### config.mk
export PLATFORM = sky130hd
export DESIGN_NAME = bias_pe_sched_flat
export DESIGN_NICKNAME = d
export VERILOG_FILES = /design/src/rtl/bias_pe_pkg.sv /design/src/rtl/bias_pe_sched_if.sv /design/src/rtl/bias_pe_alu.sv /design/src/rtl/bias_pe_sched.sv /design/src/flat_wrapper.sv
export SDC_FILE = /design/constraint.sdc
export NUM_CORES = 1
export LEC_CHECK = 0
export BUFFER_PORTS_ARGS = -buffer_cell sky130_fd_sc_hd__buf_4
export CAP_MARGIN = 10
export CORE_MARGIN = 2
export CORE_UTILIZATION = 55
export CTS_BUF_LIST = sky130_fd_sc_hd__clkbuf_4
export DETAILED_ROUTE_END_ITERATION = 7
export HOLD_SLACK_MARGIN = 0.03
export PLACE_DENSITY_LB_ADDON = 0.25
export RECOVER_POWER = 50
export REMOVE_ABC_BUFFERS = 1
export SYNTH_ARGS = -nofsm -noshare
export SYNTH_HDL_FRONTEND = slang
export SYNTH_SLANG_ARGS = --single-unit
export TNS_END_PERCENT = 1
### constraint.sdc
create_clock -name ap_clk -period 17.35 [get_ports ap_clk]
set_input_delay 1.735 -clock ap_clk [delete_from_list [all_inputs] [get_ports ap_clk]]
set_output_delay 1.735 -clock ap_clk [all_outputs]
set_load 0.03 [all_outputs]
### src/rtl/bias_pe_pkg.sv
// Shared types for the bias PE: fixed-point format, sequencer states and a
// saturating narrow helper used when BIAS_PE_SAT_EN is defined.
package bias_pe_pkg;

    localparam int FIXED_W       = 16;
    localparam int FRAC_BITS_DEF = 8;

    typedef logic signed [FIXED_W-1:0] fixed_16;

    typedef enum logic [1:0] {
        IDLE  = 2'd0,
        RUN   = 2'd1,
        DRAIN = 2'd2,
        DONE  = 2'd3
    } state_e;

    // Returns {clamped, value}: the value clamped into the signed 16-bit range.
    function automatic logic [FIXED_W:0] sat16(input logic signed [32:0] v);
        if (v > 33'sd32767) begin
            return {1'b1, 16'h7FFF};
        end else if (v < -33'sd32768) begin
            return {1'b1, 16'h8000};
        end else begin
            return {1'b0, v[15:0]};
        end
    endfunction

endpackage

### src/rtl/bias_pe_sched_if.sv
// Stream bundle for the bias PE: upstream (sum, delta) beats and downstream net sums.
interface bias_pe_sched_if #(
    parameter int IDX_W = 4
);
    import bias_pe_pkg::*;

    // Both streams: a beat transfers on a rising clock edge where valid && ready;
    // valid never depends on ready, and payload is stable while valid && !ready.
    logic             in_valid;
    logic             in_ready;
    fixed_16          in_sum;
    fixed_16          in_delta;
    logic             out_valid;
    logic             out_ready;
    fixed_16          out_net_sum;
    logic [IDX_W-1:0] out_idx;

    modport master (
        output in_valid, in_sum, in_delta, out_ready,
        input  in_ready, out_valid, out_net_sum, out_idx
    );

    modport slave (
        input  in_valid, in_sum, in_delta, out_ready,
        output in_ready, out_valid, out_net_sum, out_idx
    );

endinterface

### src/rtl/bias_pe_alu.sv
// Combinational bias datapath: net_sum = bias + sum, bias update = bias - (delta*eta >>> FRAC_BITS).
// With BIAS_PE_SAT_EN defined every result clamps instead of wrapping and clamp flags are reported.
module bias_pe_alu
    import bias_pe_pkg::*;
#(
    parameter int FRAC_BITS = FRAC_BITS_DEF
) (
    input  fixed_16 bias,
    input  fixed_16 sum_in,
    input  fixed_16 delta,
    input  fixed_16 eta,
`ifdef BIAS_PE_SAT_EN
    output logic    sat_net,
    output logic    sat_upd,
`endif
    output fixed_16 net_sum,
    output fixed_16 new_bias
);

    logic signed [31:0] prod;
    fixed_16            step;

`ifdef BIAS_PE_SAT_EN
    logic [FIXED_W:0] net_r;
    logic [FIXED_W:0] step_r;
    logic [FIXED_W:0] upd_r;

    always_comb begin
        prod     = 32'(delta) * 32'(eta);
        step_r   = sat16(33'(prod >>> FRAC_BITS));
        step     = step_r[FIXED_W-1:0];
        net_r    = sat16(33'(bias) + 33'(sum_in));
        upd_r    = sat16(33'(bias) - 33'(step));
        net_sum  = net_r[FIXED_W-1:0];
        new_bias = upd_r[FIXED_W-1:0];
        sat_net  = net_r[FIXED_W];
        // A clamped step counts even if the subtraction itself stays in range.
        sat_upd  = step_r[FIXED_W] | upd_r[FIXED_W];
    end
`else
    always_comb begin
        prod     = 32'(delta) * 32'(eta);
        step     = FIXED_W'(prod >>> FRAC_BITS);
        net_sum  = bias + sum_in;
        new_bias = bias - step;
    end
`endif

endmodule

### src/rtl/bias_pe_sched.sv
// Bias PE sequencer: owns the bias file, walks neurons 0..NUM_NEURONS-1 per run and
// emits net sums with optional training write-back. Optional saturation: BIAS_PE_SAT_EN.
module bias_pe_sched
    import bias_pe_pkg::*;
#(
    parameter int NUM_NEURONS = 16,
    parameter int FRAC_BITS   = FRAC_BITS_DEF,
    parameter int IDX_W       = $clog2(NUM_NEURONS)
) (
    input  logic             ap_clk,
    input  logic             ap_rst_n,
    input  logic             ap_ce,
    input  logic             ap_start,
    output logic             ap_idle,
    output logic             ap_done,
    input  logic             training,
    input  fixed_16          eta,
    input  logic             cfg_we,
    input  logic [IDX_W-1:0] cfg_addr,
    input  fixed_16          cfg_wdata,
    output fixed_16          cfg_rdata,
    bias_pe_sched_if.slave   strm,
    output state_e           dbg_state
`ifdef BIAS_PE_SAT_EN
    ,
    output logic             sat_seen
`endif
);

    state_e           state_q, state_d;
    logic [IDX_W-1:0] k_q, k_d;
    fixed_16          eta_q, eta_d;
    logic             training_q, training_d;
    logic             out_valid_q, out_valid_d;
    fixed_16          out_net_sum_q, out_net_sum_d;
    logic [IDX_W-1:0] out_idx_q, out_idx_d;
    logic             ap_done_q, ap_done_d;
    fixed_16          bias_q [NUM_NEURONS];
    fixed_16          bias_d [NUM_NEURONS];

    logic    in_ready_w;
    logic    accept;
    logic    out_fire;
    fixed_16 alu_net_sum;
    fixed_16 alu_new_bias;

`ifdef BIAS_PE_SAT_EN
    logic sat_seen_q, sat_seen_d;
    logic alu_sat_net;
    logic alu_sat_upd;
`endif

    bias_pe_alu #(
        .FRAC_BITS (FRAC_BITS)
    ) u_alu (
        .bias     (bias_q[k_q]),
        .sum_in   (strm.in_sum),
        .delta    (strm.in_delta),
        .eta      (eta_q),
`ifdef BIAS_PE_SAT_EN
        .sat_net  (alu_sat_net),
        .sat_upd  (alu_sat_upd),
`endif
        .net_sum  (alu_net_sum),
        .new_bias (alu_new_bias)
    );

    // Output slot frees when its beat leaves, so a new beat can enter the same cycle.
    assign in_ready_w = ap_ce && (state_q == RUN) && (!out_valid_q || strm.out_ready);
    assign accept     = strm.in_valid && in_ready_w;
    assign out_fire   = out_valid_q && strm.out_ready;

    always_comb begin
        state_d       = state_q;
        k_d           = k_q;
        eta_d         = eta_q;
        training_d    = training_q;
        out_valid_d   = out_valid_q;
        out_net_sum_d = out_net_sum_q;
        out_idx_d     = out_idx_q;
        ap_done_d     = 1'b0;
        bias_d        = bias_q;
`ifdef BIAS_PE_SAT_EN
        sat_seen_d    = sat_seen_q;
`endif
        case (state_q)
            IDLE: begin
                if (cfg_we) begin
                    bias_d[cfg_addr] = cfg_wdata;
                end
                if (ap_start) begin
                    state_d    = RUN;
                    k_d        = '0;
                    eta_d      = eta;
                    training_d = training;
`ifdef BIAS_PE_SAT_EN
                    sat_seen_d = 1'b0;
`endif
                end
            end
            RUN: begin
                if (accept) begin
                    out_net_sum_d = alu_net_sum;
                    out_idx_d     = k_q;
                    out_valid_d   = 1'b1;
                    if (training_q) begin
                        bias_d[k_q] = alu_new_bias;
                    end
`ifdef BIAS_PE_SAT_EN
                    sat_seen_d = sat_seen_q | alu_sat_net | (training_q & alu_sat_upd);
`endif
                    k_d = k_q + 1'b1;
                    if (k_q == IDX_W'(NUM_NEURONS - 1)) begin
                        state_d = DRAIN;
                    end
                end else if (out_fire) begin
                    out_valid_d = 1'b0;
                end
            end
            DRAIN: begin
                if (out_fire) begin
                    out_valid_d = 1'b0;
                    state_d     = DONE;
                    ap_done_d   = 1'b1;
                end
            end
            DONE: begin
                state_d = IDLE;
            end
            default: begin
                state_d = IDLE;
            end
        endcase
    end

    // Clock enable low freezes everything, including an in-flight ap_done pulse.
    always_ff @(posedge ap_clk) begin
        if (!ap_rst_n) begin
            state_q       <= IDLE;
            k_q           <= '0;
            eta_q         <= '0;
            training_q    <= 1'b0;
            out_valid_q   <= 1'b0;
            out_net_sum_q <= '0;
            out_idx_q     <= '0;
            ap_done_q     <= 1'b0;
            for (int i = 0; i < NUM_NEURONS; i++) begin
                bias_q[i] <= '0;
            end
`ifdef BIAS_PE_SAT_EN
            sat_seen_q    <= 1'b0;
`endif
        end else if (ap_ce) begin
            state_q       <= state_d;
            k_q           <= k_d;
            eta_q         <= eta_d;
            training_q    <= training_d;
            out_valid_q   <= out_valid_d;
            out_net_sum_q <= out_net_sum_d;
            out_idx_q     <= out_idx_d;
            ap_done_q     <= ap_done_d;
            bias_q        <= bias_d;
`ifdef BIAS_PE_SAT_EN
            sat_seen_q    <= sat_seen_d;
`endif
        end
    end

    assign ap_idle          = (state_q == IDLE);
    assign ap_done          = ap_done_q;
    assign cfg_rdata        = bias_q[cfg_addr];
    assign dbg_state        = state_q;
    assign strm.in_ready    = in_ready_w;
    assign strm.out_valid   = out_valid_q;
    assign strm.out_net_sum = out_net_sum_q;
    assign strm.out_idx     = out_idx_q;
`ifdef BIAS_PE_SAT_EN
    assign sat_seen         = sat_seen_q;
`endif

endmodule

### src/flat_wrapper.sv
// flat-port wrapper written by rule: the top's interface ports become plain ports
module bias_pe_sched_flat import bias_pe_pkg::*;
#(
    parameter int NUM_NEURONS = 16,
    parameter int FRAC_BITS   = FRAC_BITS_DEF,
    parameter int IDX_W       = $clog2(NUM_NEURONS)
)
  (ap_clk, ap_rst_n, ap_ce, ap_start, ap_idle, ap_done, training, eta, cfg_we, cfg_addr, cfg_wdata, cfg_rdata, dbg_state, strm_in_valid, strm_in_sum, strm_in_delta, strm_out_ready, strm_in_ready, strm_out_valid, strm_out_net_sum, strm_out_idx);
  bias_pe_sched_if #(.IDX_W(IDX_W)) strm_i ();
  input  logic ap_clk;
  input  logic ap_rst_n;
  input  logic ap_ce;
  input  logic ap_start;
  output logic ap_idle;
  output logic ap_done;
  input  logic training;
  input  fixed_16 eta;
  input  logic cfg_we;
  input  logic [IDX_W-1:0] cfg_addr;
  input  fixed_16 cfg_wdata;
  output fixed_16 cfg_rdata;
  output state_e dbg_state;
  input wire logic [$bits(strm_i.in_valid)-1:0] strm_in_valid;
  input wire logic [$bits(strm_i.in_sum)-1:0] strm_in_sum;
  input wire logic [$bits(strm_i.in_delta)-1:0] strm_in_delta;
  input wire logic [$bits(strm_i.out_ready)-1:0] strm_out_ready;
  output wire logic [$bits(strm_i.in_ready)-1:0] strm_in_ready;
  output wire logic [$bits(strm_i.out_valid)-1:0] strm_out_valid;
  output wire logic [$bits(strm_i.out_net_sum)-1:0] strm_out_net_sum;
  output wire logic [$bits(strm_i.out_idx)-1:0] strm_out_idx;
  assign strm_i.in_valid = strm_in_valid;
  assign strm_i.in_sum = strm_in_sum;
  assign strm_i.in_delta = strm_in_delta;
  assign strm_i.out_ready = strm_out_ready;
  assign strm_in_ready = strm_i.in_ready;
  assign strm_out_valid = strm_i.out_valid;
  assign strm_out_net_sum = strm_i.out_net_sum;
  assign strm_out_idx = strm_i.out_idx;
  bias_pe_sched #(.NUM_NEURONS(NUM_NEURONS), .FRAC_BITS(FRAC_BITS), .IDX_W(IDX_W)) u_core (.ap_clk(ap_clk), .ap_rst_n(ap_rst_n), .ap_ce(ap_ce), .ap_start(ap_start), .ap_idle(ap_idle), .ap_done(ap_done), .training(training), .eta(eta), .cfg_we(cfg_we), .cfg_addr(cfg_addr), .cfg_wdata(cfg_wdata), .cfg_rdata(cfg_rdata), .strm(strm_i), .dbg_state(dbg_state));
endmodule
Yosys cells after proc, flatten, opt, wreduce, memory -nomap -nowiden
Index checks and enable logic that the tools add are counted.
Widths: inputs -> output; s select.
- flip-flop bits (word level): 301
- output and inout bits: 42
- logic and storage cells: 90
- add/subtract/negate cells: 3
- multipliers: 1
- order comparisons: 4
- equality and inequality tests: 10
- mux-type cells: 29
- bitwise operators: 2
- reductions and logical operators: 17
- operator list (kind ; number):
    $mux 256 ; 3
    $bwmux 256 ; 2
    $pmux 256 s2 ; 1
    $bmux 16 s4 ; 2
    $demux 16 s4 ; 2
    $mux 16 ; 6
    $mul 16x16->24 ; 1
    $add 16x16->16 ; 1
    $sub 16x16->16 ; 1
    $ge 5x5->1 const B ; 2
    $lt 5x1->1 const B ; 2
    $not 4->5 ; 2
    $reduce_and 5->1 ; 2
    $mux 2 ; 4
    $mux 4 ; 2
    $ne 2x1->1 const B ; 4
    $pmux 2 s4 ; 1
    $pmux 4 s2 ; 1
    $logic_and 1x1->1 ; 6
    $reduce_and 3->1 ; 2
    $add 4x1->4 const B ; 1
    $eq 2x2->1 const B ; 2
    $eq 4x4->1 const B ; 1
    $mux 1 ; 4
    other kinds (9) ; 11

Depth between registers and ports, before layout
Gate-level depths: netlist of the first run.
- depth after elaboration: 9
- gate-level depth with buffers: 35
- depth with buffers taken out: 33

Hierarchy
Synthesis of the first run repeated with hierarchy kept, for this count alone.
- cells, all modules: 2891
- area total of the unflattened synthesis: 28233.3 µm²
- by module, submodules not included (module ; times used ; cells an instance ; area each (µm²) ; sequential area each (µm²)):
    bias_pe_sched ; 1 ; 1856 ; 19429.9 ; 6025.8
    bias_pe_alu ; 1 ; 1035 ; 8803.4 ; 0.0

Least setup slack after synthesis of the first run
Ideal clock, no wire load.
- path kind: input -> register
- start point: input strm_in_delta[6]
- end point: register u_core.bias_q[175] (netlist bit)
- library setup time: 0.116 ns
- data arrival time: 8.761 ns
- slack: 8.473 ns
- stages: 30
- buffers on the path: 2
- cell sequence: clkbuf_1 -> nand2_1 -> fa_1 -> inv_1 -> fa_1 -> ha_1 -> fa_1 -> inv_1 -> fa_1 -> fa_1 -> inv_1 -> ha_1 -> and3_1 -> a221oi_2 -> nor2b_1 -> o21a_1 -> o21a_1 -> or2_2 -> ha_1 -> o21a_1 -> o31a_1 -> o41a_1 -> a221oi_4 -> a21oi_2 -> a31oi_4 -> xnor2_2 -> xnor2_2 -> buf_6 -> o221ai_2 -> o211a_1
- longest elaborated chain between the ends: 6
- ends and longest elaborated chain (element ; line ; source):
    start: declaration ; flat_wrapper.sv:25 ; input wire logic [$bits(strm_i.in_delta)-1:0] strm_in_delta;
    $mul 16x16->24 ; bias_pe_alu.sv:42 ; prod = 32'(delta) * 32'(eta);
    $sub 16x16->16 ; bias_pe_alu.sv:45 ; new_bias = bias - step;
    $bwmux 256 ; bias_pe_sched.sv:107 ; bias_d[k_q] = alu_new_bias;
    $mux 256 ; bias_pe_sched.sv:106 ; if (training_q) begin
    $mux 256 ; bias_pe_sched.sv:102 ; if (accept) begin
    $pmux 256 s2 ; bias_pe_sched.sv:86 ; case (state_q)
    end signal: assignment ; bias_pe_sched.sv:162 ; bias_q <= bias_d;
    end: declaration ; bias_pe_sched.sv:38 ; fixed_16 bias_q [NUM_NEURONS];
No other way between the ends. The select of a mux whose other input is x is not followed.
A chain may end at the register's enable or synchronous reset.

Worst setup path in the final report of the first run
- start point: input ap_rst_n
- end point: register u_core.bias_q[115] (netlist bit)
- RTL lines (element ; line ; source):
    start: declaration ; flat_wrapper.sv:11 ; input logic ap_rst_n;
No word-level cell between the ends.

==> results.md, run 1 <==
- Outcome: finished with violations
- Failing checks: max-capacitance violations, max-slew violations
- Clock Skew: 0.1082 ns
- Ys flop type: dfxtp_1
- Reg-to-reg critical path endpoint: u_core.bias_q[15]
- Vias in the first global route: 23.41k
- Yosys reg bits: 301
- Vias: 23.13k
- Mapped Cells: 2,739
- TNS Setup: 0 ns
- Initial Util: 55.95%
- Final setup violation count: 0
- Worst reg-to-reg setup slack: 8.17 ns
- Die X: 219.1 microns
- Drt initial violations: 2,982
- Clk slew on worst S/H paths: 0.06 ns
- Slew Viols, Final: 516
- RR Startpoint: u_core.eta_q[1]
- Cts hold-fix bufs: 0
- Clock sinks: 301
- I/O Buffers: 117
- Vias per cell: 6.746
- Async S/R FF share, synth: 0%
- Worst r2r path cells: 28
- # rows: 78
- Worst Path Class, Setup: primary input to flip-flop
- CP Launch Type: primary input
- Synth Area in XOR/XNOR: 2.188%
- Sequential fraction of the synthesis area: 23.68%
- Latest clock arrival within the worst-skew pair: 0.92 ns
- PD cells: 89.46 nW/um^2
- Hold slack: 0.4527 ns
- Largest net degree at the start of global routing: 155
- M1 GR Usage: 43.86%
- VDD IR max: 0.00008401 V
- ANT nets after route: 0
- Grt ovf: 0
- Synth cell types: 71
- Global route hottest layer: met2
- Initial DRT Pass Iterations: 8
- Area Growth Syn to Fin: 8.104%
- F_max: 77.26 MHz
- Die height: 219.1 microns
- Setup fix buffers added after clock tree synthesis: 0
- Fraction of the mapped netlist area in adder cells: 20.05%
- RePlAce Congestion: 0.9237
- Final wirelength: 86,710 microns
- I/O pin total: 118
- Hold Path Depth: 2
- GR Layer Usage met3: 9.550%
- CP top delay family: buffers and inverters
- Hold/Removal Path Class: flip-flop to flip-flop
- WP buf/inv: 3
- Total CTS buffers: 84
- Worst-Margin Slew: 4.795 ns
- Final Hold Fails: 0
- Post-synthesis mux area share: 14.20%
- Crit path depth: 4
- Worst path arrival time: 13.65 ns
- Most common cell on crit path: clkbuf_1
- Minimum clock period: 12.94 ns
- Layout cell share with drive strength beyond 1: 15.93%
- Worst Path Required: 18.06 ns
- Clock Path Buffers: 3
- Number of nets in the layout: 3,137
- Final period util: 74.60%
- GRT Total Usage: 36.79%
- Grt met2 use: 59.29%
- Wire length per cell: 25.29 microns
- Yosys warnings: 0
- Worst rel slew slack: -221.4%
- Max-cap violation count: 8
- WHS Endpoint: u_core.strm.out_net_sum[11]
- Pleak: 10.72 nW
- Synthesized area: 25,440 sq um
- Core ar.: 45,480 sq um
- Initial antenna violation count: 2
- Full die area: 48,000 sq um
- Worst path cell trace: clkbuf_1, clkinvlp_2, clkbuf_1, a211oi_1
- Htree depth: 3
- CTS tree: done
- RSZ-0062 raised after global routing: no
- Post-synth EDFFs: 0
- Simple-gate share of the synthesized area: 13.88%
- DRC Markers: 0
- Global-route wire length before repair: 133,700 microns
- Fillers: 4,030
- Post_cts resized: 0
- Largest family of logic cells by synthesized area: adder cells
- Worst-path maximum fanout: 154
- Root buffer cell: clkbuf_4
- CP peak stage delay: 5.97 ns
- Placed Area: 26,640 sq um
- Final HPWL from detailed placement: 58,570 microns
- Crit end category: flip-flop
- Hold_sp: u_core.strm.out_net_sum[11]
- Syn_area_per_cell: 9.290 sq um
- Post-route cell area: 27,510 sq um
- Slowest stage cell on the critical path: clkinvlp_2
- Synth Area in Compound Gates: 18.80%
state kept, by name, indices dropped and copies added, names as in the netlist:
signal and count:
u_core.bias_q 256, u_core.eta_q 16, u_core.strm.out_net_sum 16, u_core.k_q 4, u_core.strm.out_idx 4, u_core.dbg_state 2, u_core.ap_done 1, u_core.strm.out_valid 1
u_core.training_q 1
per-stage QoR:
step           worst slack, ns  utilization [%]  instances  power (mW)
2_1_floorplan            8.406                -       2524       1.363
3_3_place_gp             7.631            58.58       3280       1.749
3_5_place_dp             7.462            58.58       3280       1.765
4_1_cts                  8.376            60.91       3424       2.448
5_1_grt                  4.012            60.47       3427       2.577
6_report                 4.407            60.48       3429       2.461
routing by layer:
metal / share of wire [%] / up-vias
met1: 35 / 11200
met2: 46 / 1557
met4: 7.3 / 0
met3: 11 / 496
met5: 0 / -
li1: - / 9877
power breakdown:
part | total (mW) | internal (mW) | switching, mW
Sequential | 0.729 | 0.706 | 0.0232
Combinational | 1.05 | 0.319 | 0.728
Clock | 0.685 | 0.344 | 0.342
synth_stat cells, types with 3 or more instances:
| cell | n | area, sq um |
|---|---|---|
| a211oi_1 | 78 | 585.6 |
| a21boi_0 | 4 | 30.03 |
| a21o_1 | 10 | 75.07 |
| a21oi_1 | 84 | 420.4 |
| a221oi_1 | 30 | 262.8 |
| a22o_1 | 7 | 61.31 |
| a22oi_1 | 90 | 675.7 |
| a31oi_1 | 3 | 18.77 |
| a32oi_1 | 11 | 96.34 |
| a41oi_1 | 3 | 26.28 |
| and2_1 | 118 | 738.2 |
| and3_1 | 3 | 18.77 |
| buf_1 | 27 | 101.4 |
| buf_2 | 15 | 75.07 |
| buf_6 | 3 | 33.78 |
| clkbuf_1 | 169 | 634.4 |
| dfxtp_1 | 301 | 6026 |
| fa_1 | 188 | 3764 |
| ha_1 | 107 | 1339 |
| inv_1 | 260 | 975.9 |
| mux4_2 | 159 | 3581 |
| nand2_1 | 237 | 889.6 |
| nand2b_1 | 19 | 118.9 |
| nand3_1 | 37 | 185.2 |
| nand4_1 | 5 | 31.28 |
| nor2_1 | 272 | 1021 |
| nor2b_1 | 28 | 175.2 |
| nor3_1 | 50 | 250.2 |
| o211a_1 | 33 | 330.3 |
| o211ai_1 | 17 | 127.6 |
| o21a_1 | 5 | 37.54 |
| o21ai_0 | 148 | 740.7 |
| o21ai_1 | 3 | 15.01 |
| o21bai_1 | 5 | 37.54 |
| o221ai_1 | 97 | 849.6 |
| o221ai_2 | 9 | 135.1 |
| o22a_1 | 3 | 26.28 |
| or2_2 | 4 | 25.02 |
| or3_1 | 4 | 25.02 |
| xnor2_1 | 38 | 332.8 |
| xnor2_2 | 3 | 48.80 |
| xor2_1 | 20 | 175.2 |
worst max path at each step:
stage                         end        startpoint  slack (ns)
3_5_place_dp    u_core.bias_q[15]  strm_in_delta[6]        7.46
5_1_grt        u_core.bias_q[115]          ap_rst_n        4.01
3_3_place_gp    u_core.bias_q[79]  strm_in_delta[6]        7.63
6_report       u_core.bias_q[115]          ap_rst_n        4.41
2_1_floorplan   u_core.bias_q[95]  strm_in_delta[7]        8.41
4_1_cts         u_core.bias_q[15]  strm_in_delta[7]        8.38
cell usage in the layout (no fill, tap or decap), drive strengths merged, types with 5 or more instances in the layout:
master / instances
o21ai: 151
a21o: 10
a22oi: 91
xnor2: 41
mux4: 159
fa: 188
and2: 118
inv: 264
nand2: 238
o21bai: 5
o21a: 5
ha: 107
a211oi: 79
o221ai: 106
a22o: 7
o211ai: 17
xor2: 20
nor2b: 28
clkbuf: 173
dfxtp: 301
o211a: 33
nor2: 272
buf: 108
diode: 5
a32oi: 11
a221oi: 32
a21oi: 85
nand3: 38
nor3: 50
nand4: 5
nand2b: 19
clkinv: 13
worst min-delay path: stages, from the launching register on:
cell,delay [ns]
dfxtp_1,0.31
nand2_1,0.05
a21oi_1,0.05
logic make-up after synthesis:
logic type | after synthesis
xor+xnor | 61
simple gates | 784
fa+ha+maj | 295
mux | 162
buf+inv | 476
compound gates | 660
flops | 301
final cells by class:
class,instances,area [sq um],area share (%)
Multi-Input combinational cell,1962,17680,64.29
Sequential cell,301,6031,21.93
Timing Repair Buffer,156,991.0,3.603
Inverter,261,980.9,3.566
Clock buffer,125,938.4,3.412
Tap cell,600,750.7,2.729
Clock inverter,19,118.9,0.4321
Antenna cell,5,12.51,0.04549
(Power assumes the default switching activity.)
==> run 2, diff against run 1 <==
clock period = 12.4 ns   (was 17.35 ns; I/O delays follow)
==> run 2 against run 1 <==
The flow still finishes with violations (max-capacitance violations, max-slew violations). Total power is 42% higher. First-iteration DRC count rose by 4.7%. Wire length grew 1.1%. Critical path type unchanged. Highest routed layer unchanged.
==> results.md, run 2 (same netlist as run 1, synthesis figures left out) <==
- Outcome: finished with violations
- Failing checks: max-capacitance violations, max-slew violations
- Global-route wire length before repair: 134,600 microns
- Clock Path Buffers: 3
- Worst-path maximum fanout: 48
- Vias: 23.25k
- Most common cell after layout, fill and taps aside: dfxtp_1
- Initial DRT Pass Iterations: 8
- Grt ovf: 0
- Clk slew on worst S/H paths: 0.07 ns
- Crit end category: flip-flop
- TNS Setup: 0 ns
- Root buffer cell: clkbuf_4
- Pleak: 10.76 nW
- Die X: 219.1 microns
- Worst path cell trace: clkbuf_1, clkbuf_1, nand2_1, nor3_1, a21oi_1, nor2_4, o221ai_1, o21ai_0, nor2_1
- Most flop-heavy register: u_core.bias_q
- Final setup violation count: 0
- Hold/Removal Path Class: flip-flop to flip-flop
- Slowest stage cell on the critical path: clkbuf_1
- Cts hold-fix bufs: 0
- GRT Total Usage: 37.07%
- Worst path arrival time: 10.36 ns
- Initial Util: 55.95%
- Final period util: 79.50%
- Most common cell on crit path: clkbuf_1
- CP Launch Type: primary input
- Post-layout power: 3.497 mW
- VDD IR max: 0.0001333 V
- Max reg flops: 256
- Fillers: 4,059
- Switching power: 1.559 mW
- Number of nets in the layout: 3,145
- Worst slack, placed: 2.940 ns
- I/O pin total: 118
- Vias per cell: 6.743
- Worst-Margin Slew: 6.642 ns
- Layout cell share with drive strength beyond 1: 15.90%
- Setup fix buffers added after clock tree synthesis: 0
- WP buf/inv: 2
- RePlAce Congestion: 0.9265
- Final HPWL from detailed placement: 58,340 microns
- Final Hold Fails: 0
- CTS tree: done
- Clock sinks: 301
- Worst Path Class, Setup: primary input to flip-flop
- DRC Markers: 0
- Minimum clock period: 9.858 ns
- Initial antenna violation count: 3
- Clock power share: 28.9%
- RSZ-0062 raised after global routing: no
- P_int: 1.937 mW
- F_max: 101.4 MHz
- CP peak stage delay: 2.97 ns
- Hold slack: 0.4535 ns
- Die height: 219.1 microns
- Area Growth Syn to Fin: 8.404%
- Htree depth: 3
- I/O Buffers: 117
- Post_cts resized: 0
- Total CTS buffers: 87
- Largest net degree at the start of global routing: 171
- Drt initial violations: 3,122
- Worst Path Required: 12.90 ns
- ANT nets after route: 0
- Wire length per cell: 25.44 microns
- Setup ws final: 2.542 ns
- Commonest non-fill, non-tap cells in the layout: dfxtp_1 (299), nor2_1 (267), inv_1 (260)
- Slew Viols, Final: 499
- Full die area: 48,000 sq um
- Latest clock arrival within the worst-skew pair: 0.90 ns
- Core ar.: 45,480 sq um
- Combinational Power Share: 42.0%
- Worst reg-to-reg setup slack: 2.99 ns
- Vias in the first global route: 23.56k
- Switching Fraction: 44.60%
- PD cells: 126.8 nW/um^2
- Worst rel slew slack: -342.8%
- Flop pwr share: 29.1%
- Clock Skew: 0.07948 ns
- CP top delay family: buffers and inverters
- Final wirelength: 87,700 microns
- # rows: 78
- Max-cap violation count: 13
- Inst Count DP: 3,284
- Final cell count without fillers: 3,448
## run 2: changes by cell type in the layout (fill, tap and decap cells not counted), sizes merged
cell / delta
clkbuf: +19
clkinv: +5
buf: -5
## run 2: metal layers
metal / track usage [%] / vias to the layer above / part of all wire (%)
met1: 44.16 / 11220 / 35
met5: 0 / - / 0
met2: 60.01 / 1653 / 46
met4: 22.39 / 0 / 7.0
met3: 10.06 / 477 / 12
li1: - / 9900 / -
## run 2: final timing paths
path	to	start	cells past startpoint
max	u_core.bias_q[194]	cfg_addr[0]	9
min	u_core.strm.out_idx[0]	u_core.strm.out_idx[0]	2
max reg2reg	u_core.bias_q[229]	u_core.k_q[0]	10
min reg2reg	u_core.strm.out_idx[0]	u_core.strm.out_idx[0]	2
## run 2: area by class of cell
cell class                      instances  area, sq um  share of cell area (%)
Clock inverter                         24        131.4                  0.4763
Clock buffer                          134         1006                   3.647
Sequential cell                       301         6031                   21.86
Multi-Input combinational cell       1962        17680                   64.08
Tap cell                              600        750.7                   2.722
Inverter                              261        980.9                   3.556
Antenna cell                            5        12.51                 0.04536
Timing Repair Buffer                  161        994.7                   3.606
## run 2: power by group through the flow
| stage | logic [mW] | clock network [mW] | registers [mW] |
|---|---|---|---|
| 2_1_floorplan | 0.874 | 0 | 1.03 |
| 6_report | 1.47 | 1.01 | 1.02 |
| 3_5_place_dp | 1.43 | 0 | 1.04 |
| 5_1_grt | 1.56 | 1.06 | 1.02 |
| 3_3_place_gp | 1.41 | 0 | 1.04 |
| 4_1_cts | 1.45 | 1.01 | 1.02 |
## run 2: per-stage QoR
stage               instance area (sq um)  util, %
CTS                                 27810    61.14
global route                        27580    60.63
floorplan                           24590        -
finish                              27580    60.65
global placement                    26670    58.64
detailed placement                  26670    58.64
## run 2: tightest hold or removal path, stage by stage (launching register included)
cell and delay [ns]:
dfxtp_1 0.31, nand2_1 0.05, a21oi_1 0.05
